## src/rtl/duty_cycle_pkg.sv

```systemverilog
// Shared widths and types for the duty-cycle measurement block.
package duty_cycle_pkg;
    localparam int VALUE_W            = 17;
    localparam int DEFAULT_WINDOW_LEN = 65536;

    typedef logic [VALUE_W-1:0] duty_value_t;
endpackage

```

## src/rtl/duty_cycle_circuit_sync_ff.sv

```systemverilog
// N-stage single-bit synchroniser; the last stage is the only safe output.
module sync_ff #(
    parameter int STAGES = 2
) (
    input  logic clk,
    input  logic reset,
    input  logic d,
    output logic q
);
    logic [STAGES-1:0] chain;

    always_ff @(posedge clk) begin
        if (reset) chain <= '0;
        else       chain <= {chain[STAGES-2:0], d};
    end

    assign q = chain[STAGES-1];
endmodule

```

## src/rtl/duty_cycle_circuit.sv

```systemverilog
// Counts synchronised high cycles of ring_in over fixed windows of WINDOW_LEN clk cycles.
module duty_cycle_circuit
    import duty_cycle_pkg::*;
#(
    parameter int WINDOW_LEN  = DEFAULT_WINDOW_LEN,
    parameter int SYNC_STAGES = 2
) (
    input  logic               clk,
    input  logic               reset,
    input  logic               ring_in,
    input  logic               enable,
    output logic [VALUE_W-1:0] value
);
    localparam duty_value_t LAST = duty_value_t'(WINDOW_LEN - 1);

    logic        s;
    duty_value_t win_cnt;
    duty_value_t hi_cnt;
    duty_value_t hi_next;

    sync_ff #(.STAGES(SYNC_STAGES)) u_sync (
        .clk   (clk),
        .reset (reset),
        .d     (ring_in),
        .q     (s)
    );

    // Count includes the current cycle's sample, so the final cycle is not lost.
    assign hi_next = hi_cnt + duty_value_t'(s);

    always_ff @(posedge clk) begin
        if (reset) begin
            win_cnt <= '0;
            hi_cnt  <= '0;
            value   <= '0;
        end else if (!enable) begin
            win_cnt <= '0;
            hi_cnt  <= '0;
        end else if (win_cnt == LAST) begin
            value   <= hi_next;
            win_cnt <= '0;
            hi_cnt  <= '0;
        end else begin
            win_cnt <= win_cnt + 1'b1;
            hi_cnt  <= hi_next;
        end
    end
endmodule

```

## config.mk

```make
export PLATFORM = sky130hd
export DESIGN_NAME = duty_cycle_circuit
export DESIGN_NICKNAME = d
export VERILOG_FILES = /design/src/rtl/duty_cycle_pkg.sv /design/src/rtl/duty_cycle_circuit_sync_ff.sv /design/src/rtl/duty_cycle_circuit.sv
export SDC_FILE = /design/constraint.sdc
export NUM_CORES = 1
export LEC_CHECK = 0
export CORE_AREA = 2 2 68 70
export DETAILED_ROUTE_END_ITERATION = 8
export DIE_AREA = 0 0 70 72
export PLACE_DENSITY = 0.74
export SYNTH_ARGS = -nofsm -noshare
export SYNTH_HDL_FRONTEND = slang
export SYNTH_SLANG_ARGS = --single-unit
```

## constraint.sdc

```tcl
create_clock -name clk -period 4.4 [get_ports clk]
set_clock_uncertainty 0.05 [all_clocks]
set_input_delay 1.32 -clock clk [delete_from_list [all_inputs] [get_ports clk]]
set_output_delay 1.32 -clock clk [all_outputs]
set_load 0.05 [all_outputs]
```

* Word level (Yosys, flattened, before mapping)
Index checks and enable logic that the tools add are counted.
** Storage, ports and cells
- Bits in registers :: 53
- Input port bits :: 4
- Word-level logic and storage cells :: 10
** Cells by class
- Bitwise operators :: 1
- Add/subtract/negate cells :: 2
- Equality and inequality tests :: 1
- Reductions and logical operators :: 2
** Operators by type and width (count)
- adder 17 x 1 -> 17 bit :: 1
- adder 17 x 1 -> 17 bit, second input constant :: 1
- equality test 17 x 16 -> 1 bit, second input constant :: 1
- OR reduction 3 bit :: 1
- AND reduction 2 bit :: 1
- NOT 1 bit :: 1

* Logic depth before layout (Yosys ltp)
- Depth after elaboration :: 2
- Depth in mapped cells :: 10
- Depth with buffers taken out :: 9

* Modules after synthesis
From an unflattened synthesis, not the netlist that was laid out.
** Second synthesis, totals
- Cells, all modules :: 225
- Area total of the unflattened synthesis :: 2113.3 um2
** By module, submodules not included
- duty_cycle_circuit :: times used 1, area an instance 2060.7 um2, cells an instance 221
- sync_ff :: times used 1, area an instance 52.6 um2, cells an instance 4

* Worst setup path before layout
OpenSTA, ideal clock, no wires.
- Path type :: input -> register
- From :: input reset
- To :: register win_cnt[10]
- Required time :: 4285 ps
- Cell stages on the path :: 4
- Setup slack :: 1987 ps
- Arrival time :: 2298 ps
- Library setup time :: 65 ps
- Cell sequence :: or3b_2 > clkbuf_1 > buf_1 > nor2_1
** Between the ends
- Longest elaborated chain between the ends :: 1
** RTL lines
- start: declaration :: line duty_cycle_circuit.sv:9 : input logic reset,
- OR reduction 3 bit (no line)
- end signal: assignment :: line duty_cycle_circuit.sv:44 : win_cnt <= win_cnt + 1'b1;
- end: declaration :: line duty_cycle_circuit.sv:17 : duty_value_t win_cnt;
Every way passes these cells.
A chain may end at the register's enable or synchronous reset.

* Final worst setup path
- From :: input reset
- To :: register win_cnt[14]
Same word-level chain as after synthesis.

==> impl_results.md <==
* Hold buffer count at CTS at 0
* Area leader, netlist: dfxtp_1
* Final antenna-violating net count at 0
* TritonCTS clock tree: built
* Area grow syn2layout at 16.8%
* Yosys Warn Count at 0
* Crit-path max FO at 31
* Post-cts resize count at 0
* Worst-path clk slew at 80 ps
* Number of DRC markers in iteration 0 at 64
* DRC viols at 0
* Post-synth top cells: dfxtp_1 (53), nor2_1 (51), xnor2_1 (21), a211oi_1 (14), nand2_1 (14)
* DR pass1 iterations at 4
* PortBufs at 20
* First-pass GRT wire length at 6070 µm
* # diodes at 0
* Most numerous cell in the Yosys netlist: dfxtp_1
* Hold Path Sink: u_sync.chain[1]$_SDFF_PP0_
* Hold path start: u_sync.chain[0]$_SDFF_PP0_
* Fmax at 0.342 GHz
* Max-cap viol count at 0
* Vias in the first global route at 1,410
* Final nets at 258
* Final TNS setup at 0 ps
* Hold Crit Depth at 1
* Leakage at 0.761 nW
* WL/cell at 11.3 µm
* Largest net degree at the start of global routing at 33
* CTS H-tree lvls at 2
* Total core area at 4260 µm²
* FF-to-FF setup slack at 1880 ps
* Pre-CTS WS at 1160 ps
* Share of the synthesized area in the top cell type at 51.1%
* CTS Sinks at 53
* Post-route design area at 2420 µm²
* R2r endpoint: win_cnt[14]$_SDFF_PP0_
* Final worst slack at 1480 ps
* Worst-Skew Late Latency at 300 ps
* Post-synthesis instance area at 2080 µm²
* Final period utilization at 66.4%
* Vias per cell at 5.09
* Average size of a mapped cell at 9.02 µm²
* Crit path required time at 4600 ps
* Status: finished clean
* Die area at 5040 µm²
* Worst reg2reg path startpoint: win_cnt[0]$_SDFF_PP0_
* Slew @ Worst Pin at 640 ps
* Slew Viols, Final at 0
* CTS Buffer Depth at 2
* Grt total ovfl at 0
* WL final at 3420 µm
* Post-synthesis async set-or-reset flop share at 0%
* Clk root buf: clkbuf_8
* Ys flop type: dfxtp_1
* Period minus WS final at 2920 ps
* Syn_nets at 238
* Post-CTS setup buffers at 0
* Layout cells sized above 1 at 5.98%
* Initial core utilization at 48.7%
* GRT Util Overall at 15.3%
* Syn Inst Count at 230
* Post-synth EDFFs at 0
* Initial antenna violation count at 0
* Die X at 70 µm
* Cell Pwr Density at 325 nW/µm²
* Site Rows at 24
* R2R cell count at 8
* Leading post-synthesis cells by cell area: dfxtp_1 (51%), nor2_1 (9.2%), xnor2_1 (8.9%), a211oi_1 (5.1%), nand4_1 (2.7%)
* Crit path launch type: input port
* VDD IR max at 184 µV
* IO Count at 21
* Type of destination of the critical path: flip-flop
* Yosys cell types at 28
* Final hold violations at 0
* Tightest Hold Check Type: reg -> reg
* Critical Path AT at 3120 ps
* Slew headroom at 57.3%
* Setup violators final at 0
* Layout Utilization at 56.8%
* Placed cell areas at 2320 µm²
* HPWL Detailed at 2400 µm
* Via Count at 1,542
* Setup Crit Path Kind: in -> reg
* Filler instances at 408
* Post-synthesis register bit count at 53
* Num CTS Buffers at 5
* GP Congestion at 0.873
* RSZ-0062 raised after global routing: no
* Die Ht at 72 µm
* Register area share after synthesis at 51.1%
## layout by cell type (no fill, tap or decap), types with 3 or more instances in the layout
master / Yosys / final
ha_1: 4 / 4
and3_1: 3 / 3
nor4_1: 5 / 5
clkdlybuf4s50_1: 0 / 20
and2_1: 4 / 4
inv_1: 6 / 6
nand2_1: 14 / 14
a211oi_1: 14 / 14
xor2_1: 5 / 5
xnor2_1: 21 / 21
clkbuf_8: 0 / 7
dfxtp_1: 53 / 53
a21oi_1: 4 / 4
nor3_1: 8 / 8
nand3_1: 8 / 8
nor2_1: 51 / 51
nand4_1: 9 / 9
## registers in the layout (all words and copies together), names as in the netlist
register	flops
hi_cnt	17
u_sync.chain	2
value	17
win_cnt	17
## where the power goes
part	switching [mW]	leakage, nW	internal, mW
Sequential	0.00136	0.427	0.481
Clock	0.149	0.0542	0.142
Combinational	0.00968	0.279	0.00540
Total	0.160	0.761	0.629
## per-layer routing
| layer | wire length (µm) | track usage [%] | part of all wire (%) | vias to the layer above |
|---|---|---|---|---|
| met5 | 0 | 0 | 0 | - |
| met1 | 1600 | 17.5 | 47 | 691 |
| li1 | - | - | - | 822 |
| met4 | 66 | 7.05 | 1.9 | 0 |
| met2 | 1610 | 26.3 | 47 | 23 |
| met3 | 147 | 4.58 | 4.3 | 6 |
## area by class of cell
| class | count | area [µm²] | area share, % |
|---|---|---|---|
| Sequential cell | 53 | 1060 | 43.8 |
| Multi-Input combinational cell | 162 | 958 | 39.5 |
| Timing Repair Buffer | 22 | 215 | 8.88 |
| Clock buffer | 7 | 96.3 | 3.98 |
| Tap cell | 52 | 65.1 | 2.68 |
| Inverter | 6 | 22.5 | 0.929 |
| Clock inverter | 1 | 5.00 | 0.207 |
## per-stage QoR
stage,std cells,hold WS [ps],total power [mW]
after floorplan,230,364,0.503
after global placement,295,378,0.509
after detailed placement,295,384,0.509
after CTS,303,409,0.801
after global routing,303,436,0.818
final,303,402,0.788
## worst max-delay path, stage by stage
cell,delay (ps)
clkdlybuf4s50_1,420
buf_4,210
or3b_2,750
a211o_1,370
nand2_1,50
## worst max-delay path by stage
stage / from / endpoint / slack [ps] / cells after the start
3_3_place_gp: reset / win_cnt[14]$_SDFF_PP0_ / 1170 / 5
6_report: reset / win_cnt[14]$_SDFF_PP0_ / 1480 / 5
4_1_cts: reset / win_cnt[14]$_SDFF_PP0_ / 1480 / 5
2_1_floorplan: reset / win_cnt[10]$_SDFF_PP0_ / 1990 / 4
3_5_place_dp: reset / win_cnt[14]$_SDFF_PP0_ / 1160 / 5
5_1_grt: reset / win_cnt[14]$_SDFF_PP0_ / 1400 / 5
## kinds of logic (layout without fill, tap and decap cells)
kind of cell / after synthesis / in the layout / synth area share, %
buffers and inverters: 15 / 36 / 2.71
AO/OA/AOI/OAI: 22 / 22 / 7.53
adder cells (fa/ha/maj): 4 / 4 / 2.41
AND/OR/NAND/NOR: 110 / 110 / 25.3
flip-flops: 53 / 53 / 51.1
XOR/XNOR: 26 / 26 / 11.0
Note: power is estimated with default switching activity, not from simulation.
